$ cat src/rtl/dds_cmd_decoder_pkg.sv
// Shared opcodes, payload lengths, FSM encoding and frame context for the DDS command decoder.
// Pure definitions: no latency and no backpressure of its own.
package dds_cmd_decoder_pkg;

  localparam logic [7:0] OP_FREQ  = 8'h46;
  localparam logic [7:0] OP_PHASE = 8'h50;
  localparam logic [7:0] OP_WRITE = 8'h57;

  localparam logic [2:0] LEN_FREQ  = 3'd4;
  localparam logic [2:0] LEN_PHASE = 3'd2;
  localparam logic [2:0] LEN_WRITE = 3'd3;

  localparam logic [8:0] PHASE_MAX = 9'd359;

  typedef enum logic [2:0] {
    S_IDLE    = 3'd0,
    S_PAYLOAD = 3'd1,
    S_CHECK   = 3'd2,
    S_EXEC    = 3'd3,
    S_ERR     = 3'd4
  } state_t;

  // In-flight frame context, captured from the opcode byte onward.
  typedef struct packed {
    logic [7:0]  op;
    logic [2:0]  cnt;
    logic [7:0]  csum;
    logic [31:0] stage;
  } frame_t;

  // A zero length marks a byte that is not a known opcode.
  function automatic logic [2:0] payload_len(input logic [7:0] op);
    case (op)
      OP_FREQ:  payload_len = LEN_FREQ;
      OP_PHASE: payload_len = LEN_PHASE;
      OP_WRITE: payload_len = LEN_WRITE;
      default:  payload_len = 3'd0;
    endcase
  endfunction

endpackage

$ cat src/rtl/dds_cmd_decoder_timeout.sv
// Saturating idle counter: cleared by clr, counts while en; expired is high while saturated and enabled.
// Zero-latency combinational terminal flag; no backpressure.
module frame_timeout #(
  parameter int unsigned LIMIT = 50000
) (
  input  logic src_clk,
  input  logic rst_n,
  input  logic clr,
  input  logic en,
  output logic expired
);

  localparam int W = $clog2(LIMIT + 1);
  localparam logic [W-1:0] LIM = W'(LIMIT);

  logic [W-1:0] cnt;

  always_ff @(posedge src_clk or negedge rst_n) begin
    if (!rst_n) begin
      cnt <= '0;
    end else if (clr) begin
      cnt <= '0;
    end else if (en && (cnt != LIM)) begin
      cnt <= cnt + 1'b1;
    end
  end

  // An accepted byte in the same cycle always beats the timeout.
  assign expired = en && !clr && (cnt == LIM);

endmodule

$ cat src/rtl/dds_cmd_decoder.sv
// Framed byte-stream decoder: opcode + payload + XOR checksum -> one freq/phase/table-write strobe.
// Strobe one cycle after the checksum byte; in_ready drops only for the single EXEC/ERR cycle.
module dds_cmd_decoder
  import dds_cmd_decoder_pkg::*;
#(
  parameter int DATA_LEN    = 11,
  parameter int ADDR_W      = 8,
  parameter int TIMEOUT_CYC = 50000
) (
  input  logic                src_clk,
  input  logic                rst_n,
  input  logic [7:0]          in_data,
  input  logic                in_valid,
  output logic                in_ready,
  output logic                set_freq,
  output logic [31:0]         freq,
  output logic                set_phase,
  output logic [8:0]          phase,
  output logic                we,
  output logic [ADDR_W-1:0]   addr_wr,
  output logic [DATA_LEN-1:0] data_wr,
  output logic                frame_ok,
  output logic                frame_err
);

  state_t state;
  frame_t frm;
  logic   accept;
  logic   tmo_en;
  logic   tmo;
  logic   phase_ok;

  assign accept   = in_valid && in_ready;
  assign tmo_en   = (state == S_PAYLOAD) || (state == S_CHECK);
  assign phase_ok = (frm.stage[8:0] <= PHASE_MAX);

  frame_timeout #(
    .LIMIT(TIMEOUT_CYC)
  ) u_timeout (
    .src_clk (src_clk),
    .rst_n   (rst_n),
    .clr     (accept),
    .en      (tmo_en),
    .expired (tmo)
  );

  always_ff @(posedge src_clk or negedge rst_n) begin
    if (!rst_n) begin
      state     <= S_IDLE;
      frm       <= '0;
      in_ready  <= 1'b1;
      set_freq  <= 1'b0;
      freq      <= '0;
      set_phase <= 1'b0;
      phase     <= '0;
      we        <= 1'b0;
      addr_wr   <= '0;
      data_wr   <= '0;
      frame_ok  <= 1'b0;
      frame_err <= 1'b0;
    end else begin
      set_freq  <= 1'b0;
      set_phase <= 1'b0;
      we        <= 1'b0;
      frame_ok  <= 1'b0;
      frame_err <= 1'b0;

      case (state)
        S_IDLE: begin
          if (accept) begin
            if (payload_len(in_data) != 3'd0) begin
              frm.op    <= in_data;
              frm.cnt   <= payload_len(in_data);
              frm.csum  <= in_data;
              frm.stage <= '0;
              state     <= S_PAYLOAD;
            end else begin
              frame_err <= 1'b1;
              in_ready  <= 1'b0;
              state     <= S_ERR;
            end
          end
        end

        S_PAYLOAD: begin
          if (accept) begin
            frm.stage <= {frm.stage[23:0], in_data};
            frm.csum  <= frm.csum ^ in_data;
            frm.cnt   <= frm.cnt - 3'd1;
            if (frm.cnt == 3'd1) state <= S_CHECK;
          end else if (tmo) begin
            frame_err <= 1'b1;
            in_ready  <= 1'b0;
            state     <= S_ERR;
          end
        end

        S_CHECK: begin
          if (accept) begin
            // Out-of-range phase is rejected here so the phase register never sees it.
            if ((in_data == frm.csum) && ((frm.op != OP_PHASE) || phase_ok)) begin
              frame_ok <= 1'b1;
              in_ready <= 1'b0;
              state    <= S_EXEC;
              case (frm.op)
                OP_FREQ: begin
                  freq     <= frm.stage;
                  set_freq <= 1'b1;
                end
                OP_PHASE: begin
                  phase     <= frm.stage[8:0];
                  set_phase <= 1'b1;
                end
                OP_WRITE: begin
                  addr_wr <= frm.stage[16 +: ADDR_W];
                  data_wr <= frm.stage[DATA_LEN-1:0];
                  we      <= 1'b1;
                end
                default: ;
              endcase
            end else begin
              frame_err <= 1'b1;
              in_ready  <= 1'b0;
              state     <= S_ERR;
            end
          end else if (tmo) begin
            frame_err <= 1'b1;
            in_ready  <= 1'b0;
            state     <= S_ERR;
          end
        end

        S_EXEC, S_ERR: begin
          in_ready <= 1'b1;
          state    <= S_IDLE;
        end

        default: begin
          in_ready <= 1'b1;
          state    <= S_IDLE;
        end
      endcase
    end
  end

endmodule

$ cat config.mk
export PLATFORM = sky130hd
export DESIGN_NAME = dds_cmd_decoder
export DESIGN_NICKNAME = d
export VERILOG_FILES = /design/src/rtl/dds_cmd_decoder_pkg.sv /design/src/rtl/dds_cmd_decoder_timeout.sv /design/src/rtl/dds_cmd_decoder.sv
export SDC_FILE = /design/constraint.sdc
export NUM_CORES = 1
export LEC_CHECK = 0
export ABC_CLOCK_PERIOD_IN_PS = 2700
export BUFFER_PORTS_ARGS = -buffer_cell sky130_fd_sc_hd__buf_4
export CAP_MARGIN = 20
export CORE_MARGIN = 2
export CORE_UTILIZATION = 55
export CTS_CLUSTER_DIAMETER = 30
export DETAILED_ROUTE_END_ITERATION = 6
export PLACE_DENSITY = 0.86
export SYNTH_ARGS = -nofsm -noshare
export SYNTH_HDL_FRONTEND = slang
export SYNTH_SLANG_ARGS = --single-unit
$ cat constraint.sdc
create_clock -name src_clk -period 2.7 [get_ports src_clk]
set_input_delay 0.27 -clock src_clk [delete_from_list [all_inputs] [get_ports src_clk]]
set_output_delay 0.27 -clock src_clk [all_outputs]
set_load 0.1 [all_outputs]
**Word level (Yosys, flattened, before mapping)**

Index checks and enable logic that the tools add are counted.

- $lt $le $gt $ge: 1
- Reductions and logical operators: 19
- Bitwise operators: 1
- Multiplexer cells: 45
- Add/subtract/negate cells: 2
- Eq/ne operators: 19

Operators by type and width:

| kind | count |
|---|---|
| two-way mux 43 bit | 3 |
| case mux 43 bit (2 select lines) | 1 |
| equality test 8 x 7 -> 1 bit, second input constant | 6 |
| two-way mux 16 bit | 2 |
| two-way mux 3 bit | 9 |
| two-way mux 1 bit | 26 |
| case mux 3 bit (3 select lines) | 2 |
| adder 16 x 1 -> 16 bit, second input constant | 1 |
| equality test 16 bit, second input constant | 1 |
| inequality test 16 bit, second input constant | 1 |
| AND reduction 4 bit | 4 |
| less-or-equal comparator 9 bit, second input constant | 1 |
| equality test 8 bit | 1 |
| inequality test 8 x 7 -> 1 bit, second input constant | 1 |
| bitwise XOR 8 bit | 1 |
| equality test 3 x 1 -> 1 bit, second input constant | 2 |
| inequality test 2 bit, second input constant | 3 |
| case mux 1 bit (3 select lines) | 2 |
| AND reduction 3 bit | 2 |
| logical AND 1 bit | 5 |
| inequality test 2 x 1 -> 1 bit, second input constant | 2 |
| nonzero test 2 bit | 2 |
| equality test 3 x 2 -> 1 bit, second input constant | 1 |
| zero test 3 bit | 1 |
| 6 further kinds | 7 |

- Bits of input ports: 11
- Flip-flop bits (word level): 136
- Logic and storage cells: 103

**Longest topological paths before layout**

- Depth in word-level cells: 8
- Gate-level depth with buffers: 8
- Mapped depth without buffers: 7

**By module**

From an unflattened synthesis, not the netlist that was laid out.

- Cells, all modules: 457
- Area total of the unflattened synthesis: 6013.3 um^2

Modules (own cells, without submodules):

| module | area an instance (um^2) | cells an instance | instances |
|---|---|---|---|
| dds_cmd_decoder | 5101.1 | 366 | 1 |
| frame_timeout | 912.1 | 91 | 1 |

**Least setup slack after synthesis**

OpenSTA, ideal clock, no wires.

- Path kind: register to register
- From: reg in_ready
- To: reg freq[0]
- Clock period less this slack: 2.623 ns
- Setup slack: 0.077 ns
- Stages on the path, launching flop included: 8
- Arrival time: 2.498 ns
- Path through: dfstp_2 nand2_1 nor3_1 nand4_1 or3_1 buf_6 buf_6 mux2_4

- Cells in the longest elaborated chain, start to end: 2

Ends and longest elaborated chain:

| item | line | RTL |
|---|---|---|
| from (decl) | dds_cmd_decoder.sv:14 | `output logic in_ready,` |
| from (signal assigned) | dds_cmd_decoder.sv:51 | `in_ready <= 1'b1;` |
| from (signal assigned) | dds_cmd_decoder.sv:79 | `in_ready <= 1'b0;` |
| from (signal assigned) | dds_cmd_decoder.sv:93 | `in_ready <= 1'b0;` |
| logical AND 1 bit | dds_cmd_decoder.sv:33 | `assign accept = in_valid && in_ready;` |
| AND reduction 4 bit (no source line) | -- |  |
| to (signal assigned) | dds_cmd_decoder.sv:107 | `freq <= frm.stage;` |
| to (decl) | dds_cmd_decoder.sv:16 | `output logic [31:0] freq,` |

Every way passes these cells.
A chain may end at the register's enable or synchronous reset.

**Worst setup path after layout**

- From: reg state[1]
- To: reg freq[15]

- Cells in the longest elaborated chain, start to end: 2

Ends and longest elaborated chain:

| item | line | RTL |
|---|---|---|
| from (decl) | dds_cmd_decoder.sv:26 | `state_t state;` |
| from (signal assigned) | dds_cmd_decoder.sv:49 | `state <= S_IDLE;` |
| from (signal assigned) | dds_cmd_decoder.sv:76 | `state <= S_PAYLOAD;` |
| from (signal assigned) | dds_cmd_decoder.sv:80 | `state <= S_ERR;` |
| equality test 3 x 2 -> 1 bit | dds_cmd_decoder.sv:68 | `case (state)` |
| AND reduction 4 bit (no source line) | -- |  |

Every way passes these cells.

==> flow_summary.toml <==
[status]
status = "finished clean"

[power_and_ir_drop]
seq_power_share = 0.475
p_switching_uw = 1109
p_comb_frac = 0.045
power_density_nw_per_um2 = 609.7
clkPwrFrac = 0.480
swShare = 0.2513
p_leak_uw = 0.003662
ir_drop_mv = 0.5059
p_int_uw = 3304

[grt]
grt-ovfl-total = 0
grt_usage = 0.2450
grt_pass1_wl_um = 21660
grt_pass1_vias = 4162
grt_max_degree = 51
antenna_found_initial = 0

[setup_path]
startpoint_type = "flip-flop"
required_ns = 3.11
cp_max_fo = 33
rrSetupSlack_ns = 0.21
crit_type = "flip-flop to flip-flop"
worstPathArrival_ns = 2.90
crit_path_end_kind = "flip-flop"

[synthesis]
synthFlopType = "dfrtp_1"
synthTopCellsByCount = "dfrtp_1 (135), mux2_2 (31), a22o_1 (29), mux2_4 (29), a21oi_1 (26)"
synth_area_um2 = 5923
synth_edf_count = 0
synth_seq_cells = 136
synth.most_common_cell = "dfrtp_1"
synth_area_leaders = "dfrtp_1 (57%), mux2_4 (7.4%), mux2_2 (5.9%)"
syn_inst = 470
syn_avg_cell_area_um2 = 12.60
yosysWarnings = 0
synth_fp_nets = 485
synth.distinct_cells = 51
synth_area_leader_cell = "dfrtp_1"
async_reset_ff_frac = 1.000
synth_top_area_frac = 0.5703
seq_area_frac_synth = 0.5748

[floorplanning]
core-area_um2 = 10370
die_w_um = 107.8
start_util = 0.5712
die_h_um = 107.8
dieArea_um2 = 11620
placementRows = 37
num_io_pins = 77

[placement]
place_congestion = 0.8062
post-dp-hpwl_um = 8387
placed_area_um2 = 6655
port_buffers = 76
preCtsSetupSlack_ns = 0.2876

[sta]
fin_skew_ns = 0.01094
worst_slack_ns = 0.2059
fin_setup_tns_ns = 0
clock.fmax_mhz = 400.9
worstMarginPinSlew_ns = 0.7244
hold_viol = 0
rsz0062_at_grt = "false"
drv_slew = 0
max_slew_margin = 0.5126
post-route-period-util = 0.9237
setup_violations = 0
fin_crit_ns = 2.494

[routing]
routed_wl_um = 13220
vias = 4146
dr_wl_met2_um = 6731
drc_errors = 0
wl_met3_um = 683
top_layer = "met4"
wl_per_cell_um = 18.82
dr.pass1.iters = 4
drtIter0Drc = 241
viasPerCell = 5.906
ant_nets = 0
wl_met1_um = 5621

[clock_network]
cts.sink_count = 136
clk_pin_slew_ns = 0.06
cts_tree = "yes"
cts_buffers = 17
h-tree-depth = 4
root_buffer = "clkbuf_8"
clk-insertion-delay-late_ns = 0.52
clockBufferDepth = 2

[layout]
n_fill_cell = 702
syn2layout_area_growth_pct = 22.20
drive_above_1_share = 0.3392
stdcell_area_um2 = 7238
antenna_cells = 0
fin_nets = 568

[job]
drv_cap = 0

[worst_hold_path]
hp-class = "primary input to flip-flop"
-- through the flow --
stage / total power [uW] / hold WS, ns / util / instances
after floorplan: 2229 / -0.02559 / - / 470
after global placement: 2317 / 0.2369 / 0.6418 / 666
after detailed placement: 2326 / 0.2378 / 0.6418 / 666
after CTS: 4438 / 0.03088 / 0.6980 / 702
after global routing: 4575 / 0.04155 / 0.6980 / 702
final: 4413 / 0.05152 / 0.6980 / 702
-- layer usage --
metal / GRT usage / up-vias
met1: 0.3186 / 2116
met3: 0.05993 / 13
li1: - / 1888
met4: 0.08974 / 0
met2: 0.4003 / 129
met5: 0 / -
-- critical path, stage by stage, from the launching register on --
cell and delay [ns]:
dfrtp_1 0.47, nand2b_1 0.19, nor3_1 0.43, nand4_1 0.23, or3_2 0.49, buf_12 0.21
mux2_4 0.32
-- power by group through the flow --
stage | Combinational, uW | Sequential (uW) | Clock (uW)
after floorplan | 78.2 | 2150 | 0
after global placement | 187 | 2130 | 0
after detailed placement | 194 | 2130 | 0
after CTS | 201 | 2100 | 2140
after global routing | 221 | 2100 | 2260
final | 198 | 2100 | 2120
-- path summary, 6_finish.rpt --
kind                             from          endpoint  depth (start not counted)
min reg2reg                   frm[49]           frm[49]                          1
min in group asynchronous       rst_n          freq[23]                          2
max                          state[1]          freq[15]                          6
min                        in_data[6]            frm[6]                          2
max reg2reg                  state[1]          freq[15]                          6
max in group asynchronous       rst_n  u_timeout.cnt[0]                          3
-- kinds of logic after synthesis --
family,Yosys count,synth area share
compound gates,98,0.1130
flops,136,0.5748
simple gates,114,0.1079
buf+inv,37,0.03063
fa+ha+maj,4,0.008450
xor+xnor,17,0.02514
mux,64,0.1400
-- cell usage in the layout, fill, tap and decap left out, types with 5 or more instances in the layout --
master     Yosys  layout
a21oi_1       26      26
a22o_1        29      29
and4_1         5       5
buf_4          0      87
clkbuf_16      0      16
dfrtp_1      135     135
inv_1          8       8
inv_6          0       5
mux2_2        31      31
mux2_4        29      29
nand2_1       23      23
nand2b_1       5       5
nand3_1       15      15
nand4_1        6       6
nor2_1        20      18
nor4_1         5       5
nor4b_1        5       5
o21ai_0       21      21
or3_1          6       5
xnor2_1        8       8
xor2_1         9       9
-- registers in the layout, indices dropped and copies added (netlist names) --
name           count
state              3
we                 1
set_freq           1
data_wr           11
addr_wr            8
frm               51
frame_err          1
phase              9
freq              32
set_phase          1
in_ready           1
frame_ok           1
u_timeout.cnt     16
-- timing repair --
| item | in CTS | in global routing |
|---|---|---|
| hold endpoints to repair | 34 | 0 |
| setup buffers | 0 | 0 |
| resized for setup | 0 | 0 |
| hold buffers | 4 | 0 |
| endpoints found under the setup margin | 0 | 0 |
-- final cells by class --
cell class                      count  area (um^2)  area share
Sequential cell                   136         3405      0.4704
Multi-Input combinational cell    297         2357      0.3257
Tap cell                          136        170.2     0.02351
Inverter                            8        30.03    0.004149
Timing Repair Buffer               93        733.2      0.1013
Clock inverter                     13        111.4     0.01538
Clock buffer                       19        431.7     0.05964
(Power assumes the default switching activity.)
